===== src/rtl/axis_arb_pkg.sv =====
// axis_arb_pkg: shared state encoding and index-width helper for the packet arbiter
package axis_arb_pkg;
  typedef enum logic {IDLE, PKT} state_t;
  function automatic int idx_width(input int n);
    return (n > 2) ? $clog2(n) : 1;
  endfunction
endpackage


===== src/rtl/axis_rr_pick.sv =====
// axis_rr_pick: combinational round-robin picker, first requester after last, wrapping
module axis_rr_pick
  import axis_arb_pkg::*;
#(
  parameter int NUM_SRC = 4,
  localparam int IW = idx_width(NUM_SRC)
) (
  input  logic [NUM_SRC-1:0] req,
  input  logic [IW-1:0]      last,
  output logic [IW-1:0]      gnt_idx,
  output logic               gnt_any
);
  logic [IW-1:0] j;
  // scan from farthest to nearest so the nearest requester after last wins
  always_comb begin
    gnt_idx = '0;
    j = '0;
    for (int k = NUM_SRC; k >= 1; k--) begin
      j = IW'((int'(last) + k) % NUM_SRC);
      if (req[j]) gnt_idx = j;
    end
  end
  assign gnt_any = |req;
endmodule


===== src/rtl/axis_pkt_arbiter.sv =====
// axis_pkt_arbiter: packet-granular round-robin AXIS arbiter with registered master output
module axis_pkt_arbiter
  import axis_arb_pkg::*;
#(
  parameter int NUM_SRC = 4,
  parameter int C_M_AXIS_TDATA_WIDTH = 32,
  parameter int LEN_WIDTH = 16,
  localparam int IW = idx_width(NUM_SRC),
  localparam int SW = C_M_AXIS_TDATA_WIDTH / 8
) (
  input  logic                               M_AXIS_ACLK,
  input  logic                               M_AXIS_ARESETN,
  input  logic [NUM_SRC-1:0]                 S_AXIS_TVALID,
  input  logic [NUM_SRC*C_M_AXIS_TDATA_WIDTH-1:0] S_AXIS_TDATA,
  input  logic [NUM_SRC*SW-1:0]              S_AXIS_TSTRB,
  input  logic [NUM_SRC-1:0]                 S_AXIS_TLAST,
  output logic [NUM_SRC-1:0]                 S_AXIS_TREADY,
  output logic                               M_AXIS_TVALID,
  output logic [C_M_AXIS_TDATA_WIDTH-1:0]    M_AXIS_TDATA,
  output logic [SW-1:0]                      M_AXIS_TSTRB,
  output logic                               M_AXIS_TLAST,
  output logic [IW-1:0]                      M_AXIS_TID,
  input  logic                               M_AXIS_TREADY,
  output logic                               pkt_done,
  output logic [LEN_WIDTH-1:0]               pkt_len
);
  state_t state, state_nxt;
  logic [IW-1:0] grant, last_grant, pick_idx;
  logic pick_any, ready_g, accept, last_beat, sel_valid, sel_last;
  logic [C_M_AXIS_TDATA_WIDTH-1:0] sel_data;
  logic [SW-1:0] sel_strb;
  logic [LEN_WIDTH-1:0] cnt, cnt_inc;

  axis_rr_pick #(.NUM_SRC(NUM_SRC)) u_pick (
    .req(S_AXIS_TVALID),
    .last(last_grant),
    .gnt_idx(pick_idx),
    .gnt_any(pick_any)
  );

  always_comb begin
    sel_valid = 1'b0;
    sel_last = 1'b0;
    sel_data = '0;
    sel_strb = '0;
    for (int k = 0; k < NUM_SRC; k++)
      if (grant == IW'(k)) begin
        sel_valid = S_AXIS_TVALID[k];
        sel_last = S_AXIS_TLAST[k];
        sel_data = S_AXIS_TDATA[k*C_M_AXIS_TDATA_WIDTH +: C_M_AXIS_TDATA_WIDTH];
        sel_strb = S_AXIS_TSTRB[k*SW +: SW];
      end
  end

  // the output register can take a beat whenever it is empty or draining this cycle
  assign ready_g = (state == PKT) && (!M_AXIS_TVALID || M_AXIS_TREADY);
  assign accept = ready_g && sel_valid;
  assign last_beat = accept && sel_last;
  assign S_AXIS_TREADY = ready_g ? NUM_SRC'(1) << grant : '0;
  assign cnt_inc = &cnt ? cnt : cnt + 1'b1;

  always_comb begin
    state_nxt = state;
    if (state == IDLE) state_nxt = pick_any ? PKT : IDLE;
    else state_nxt = last_beat ? IDLE : PKT;
  end

  always_ff @(posedge M_AXIS_ACLK or negedge M_AXIS_ARESETN)
    if (!M_AXIS_ARESETN) begin
      state <= IDLE;
      grant <= '0;
      last_grant <= IW'(NUM_SRC - 1);
    end else begin
      state <= state_nxt;
      if (state == IDLE && pick_any) grant <= pick_idx;
      if (last_beat) last_grant <= grant;
    end

  always_ff @(posedge M_AXIS_ACLK or negedge M_AXIS_ARESETN)
    if (!M_AXIS_ARESETN) begin
      M_AXIS_TVALID <= 1'b0;
      M_AXIS_TDATA <= '0;
      M_AXIS_TSTRB <= '0;
      M_AXIS_TLAST <= 1'b0;
      M_AXIS_TID <= '0;
      pkt_done <= 1'b0;
      pkt_len <= '0;
      cnt <= '0;
    end else begin
      pkt_done <= last_beat;
      if (accept) begin
        M_AXIS_TVALID <= 1'b1;
        M_AXIS_TDATA <= sel_data;
        M_AXIS_TSTRB <= sel_strb;
        M_AXIS_TLAST <= sel_last;
        M_AXIS_TID <= grant;
        cnt <= sel_last ? '0 : cnt_inc;
      end else if (M_AXIS_TREADY) M_AXIS_TVALID <= 1'b0;
      if (last_beat) pkt_len <= cnt_inc;
    end
endmodule


===== config.mk =====
export PLATFORM = sky130hd
export DESIGN_NAME = axis_pkt_arbiter
export DESIGN_NICKNAME = d
export VERILOG_FILES = /design/src/rtl/axis_arb_pkg.sv /design/src/rtl/axis_rr_pick.sv /design/src/rtl/axis_pkt_arbiter.sv
export SDC_FILE = /design/constraint.sdc
export NUM_CORES = 1
export LEC_CHECK = 0
export BUFFER_PORTS_ARGS = -buffer_cell sky130_fd_sc_hd__buf_4
export CAP_MARGIN = 5
export CORE_MARGIN = 10
export CORE_UTILIZATION = 40
export CTS_CLUSTER_DIAMETER = 50
export CTS_CLUSTER_SIZE = 8
export DETAILED_ROUTE_END_ITERATION = 10
export GPL_TIMING_DRIVEN = 0
export PLACE_DENSITY_LB_ADDON = 0.25
export SLEW_MARGIN = 5
export SYNTH_ARGS = -nofsm -noshare
export SYNTH_HDL_FRONTEND = slang
export SYNTH_SLANG_ARGS = --single-unit

===== constraint.sdc =====
create_clock -name M_AXIS_ACLK -period 2.5 [get_ports M_AXIS_ACLK]
set_clock_uncertainty 0.15 [all_clocks]
set_input_delay 0.5 -clock M_AXIS_ACLK [delete_from_list [all_inputs] [get_ports M_AXIS_ACLK]]
set_output_delay 0.5 -clock M_AXIS_ACLK [all_outputs]
set_load 0.01 [all_outputs]

==> results_dict.tcl <==
set metrics [dict create \
    status "finished clean" \
    initial_core_util 0.414 \
    finalSetupViolCount 0 \
    worst-path-max-fanout 10 \
    ys.warnings.count 0 \
    syn-num-nets 601 \
    ys_types 49 \
    synthCells 445 \
    finalCritPeriodShare 0.940 \
    yosysSeqAreaShare 0.428 \
    hold_violations 0 \
    crit_family "buffers and inverters" \
    critical_path_buf_inv_count 3 \
    irDropWorstVdd_uv 552 \
    critPathLaunchType "flip-flop" \
    ios 216 \
    path_class "flip-flop to output pin" \
    grt_start_max_net_pins 79 \
    clk_latency_ns 0.33 \
    area_growth_pct 46.6 \
    clock_path_buffers 2 \
    vias 4333 \
    min_path_type "input pin to asynchronous set/reset pin" \
    avgSynthCellArea_um2 10.3 \
    cts_tree "yes" \
    fillers 970 \
    dp_hpwl_um 12500 \
    fin_crit_ns 2.35 \
    dpl.cell_count 800 \
    fmax_ghz 0.426 \
    drv_slew 0 \
    cts.clk_slew.worst_paths_ns 0.06 \
    core_area_um2 11000 \
    cts_resized 0 \
    n_antenna_cell 0 \
    avgViaCountPerCell 5.31 \
    routabilityCongestion 0.871 \
    wl_um 15300 \
    cts_setup_buffers 0 \
    drtIter0Drc 235 \
    cts_made_buffers 9 \
    gr-usage-all-layers 0.184 \
    grt_setup_unrepaired "false" \
    worst_pin_slew_ns 0.981 \
    p_leak_nw 3.35 \
    r2r_slack_ns 0.42 \
    grt_pass1_vias 4767 \
    cp_cell_sequence "buf_6 -> clkbuf_1 -> nor3b_1 -> buf_4" \
    drv_cap 0 \
    finalSetupTns_ns 0 \
    final_cells 816 \
    cpPeakStageDelay_ns 0.40 \
    ff_latch_area_um2 1950 \
    dieArea_um2 16100 \
    ys_ff_latch 78 \
    endpoint_kind "output pin" \
    critical_path_required_ns 1.85 \
    ctsRootBufferMaster "clkbuf_16" \
    row_count 38 \
    grt_antenna_before_repair 0 \
    portBuffers 215 \
    drive_above_1_share 0.466 \
    multi_input_area_um2 2420 \
    cts.htree.levels 3 \
    drcViolationCount 0 \
    p_total_mw 7.26 \
    ctsHoldBuffers 0 \
    grt_pass1_wl_um 24200 \
    die_h_um 127 \
    wl_per_cell_um 18.7 \
    die_w_um 127 \
    arrival_ns 1.70 \
    slew_headroom 0.346 \
    powerDensity_nw_per_um2 1080 \
    drtAntennaViolNets 0 \
    worst_path_max_delay_cell "clkbuf_1" \
    nNetsFinal 827 \
    dr.pass1.iters 4 \
    grt_overflow 0 \
    syn-cell-area_um2 4570 \
    clock_sinks 78 \
]
==> area by class of cell <==
cell class / count / share of cell area
Buffer: 32 / 0.0256
Clock buffer: 10 / 0.0342
Clock inverter: 6 / 0.0164
Multi-Input combinational cell: 328 / 0.361
Tap cell: 140 / 0.0261
Timing Repair Buffer: 215 / 0.241
Inverter: 7 / 0.00430
Sequential cell: 78 / 0.292
==> stage by stage <==
stage	setup slack, ns	utilization	hold slack, ns	cell area [um2]
2_1_floorplan	0.566	-	0.0544	4570
3_3_place_gp	0.301	0.577	0.303	6360
3_5_place_dp	0.220	0.577	0.308	6360
4_1_cts	0.118	0.607	0.224	6700
5_1_grt	0.0599	0.607	0.255	6700
6_report	0.150	0.607	0.173	6700
==> cell families (layout without fill, tap and decap cells) <==
| group | Yosys count | in the layout | share of synthesized area |
|---|---|---|---|
| AND/OR/NAND/NOR | 190 | 190 | 0.195 |
| AO/OA/AOI/OAI | 86 | 86 | 0.113 |
| flip-flops | 78 | 78 | 0.428 |
| multiplexers | 47 | 47 | 0.211 |
| buffers and inverters | 39 | 270 | 0.0438 |
| XOR/XNOR | 4 | 4 | 0.00766 |
| adder cells (fa/ha/maj) | 1 | 1 | 0.00274 |
==> cell usage in the layout, fill, tap and decap left out, types with 2 or more instances in the layout <==
cell type,count
buf_2,20
a41oi_1,3
nand2b_1,2
mux2_4,8
clkinvlp_4,2
bufinv_16,3
and4_1,4
a21oi_1,33
a31oi_1,6
mux2i_1,2
clkbuf_1,8
o21ai_1,8
clkbuf_16,9
inv_1,6
dfrtp_1,76
and2_1,4
nand4_1,7
buf_6,2
dfstp_2,2
buf_4,218
nor3b_1,2
nand4_4,2
nand3_1,8
o21ai_0,22
a22o_1,2
nor3_1,4
xnor2_1,4
and3_1,5
nand2_1,127
nor2_1,19
mux4_2,36
==> cell usage after synthesis (all sizes together) <==
library cell	count	area (um2)
nor3	5	36.3
a32o	1	11.3
nor3b	2	15.0
o21a	1	8.76
o21ai	31	159
a21o	1	7.51
a22o	2	17.5
and3	5	31.3
nand2	128	488
o211ai	1	7.51
nand4	9	86.3
nor4	1	21.3
buf	25	145
inv	7	28.8
and4	4	35.0
and2	4	25.0
a2bb2oi	1	8.76
ha	1	12.5
a41oi	3	26.3
o22ai	1	6.26
mux2	9	131
a21boi	2	15.0
clkbuf	7	26.3
a21oi	34	174
nor2	20	77.6
mux4	36	811
dfrtp	76	1900
nand3	9	57.6
mux2i	2	20.0
a31oi	6	37.5
xnor2	4	35.0
nor2b	1	6.26
o31ai	1	7.51
nand2b	2	12.5
a32oi	1	27.5
dfstp	2	52.6
==> where the power goes <==
part           internal (mW)  switching, mW
registers               1.72          0.256
logic                   1.76           2.03
clock network          0.974          0.519
==> state kept, by name, indices dropped and copies added, names as in the netlist <==
name / flops
M_AXIS_TSTRB: 4
pkt_len: 16
pkt_done: 1
last_grant: 2
cnt: 16
M_AXIS_TID: 2
grant: 2
M_AXIS_TLAST: 1
M_AXIS_TVALID: 1
state: 1
M_AXIS_TDATA: 32
==> routing by layer <==
metal,part of all wire,wire length (um),vias up,track usage
li1,-,-,2050,-
met4,0.021,316,0,0.0650
met2,0.55,8320,160,0.339
met5,0,0,-,0
met1,0.35,5390,2103,0.187
met3,0.081,1240,20,0.0662
==> final timing paths <==
kind / start / to / cells after the start
worst max-delay path: grant[1] / S_AXIS_TREADY[2] / 4
worst min-delay path: M_AXIS_ARESETN / pkt_len[10] / 1
worst max register to register: cnt[0] / pkt_len[6] / 7
worst min register to register: M_AXIS_TDATA[21] / M_AXIS_TDATA[21] / 2
max in group asynchronous: M_AXIS_ARESETN / M_AXIS_TDATA[26] / 1
min in group M_AXIS_ACLK: M_AXIS_TDATA[21] / M_AXIS_TDATA[21] / 2
Note: power is estimated with default switching activity, not from simulation.
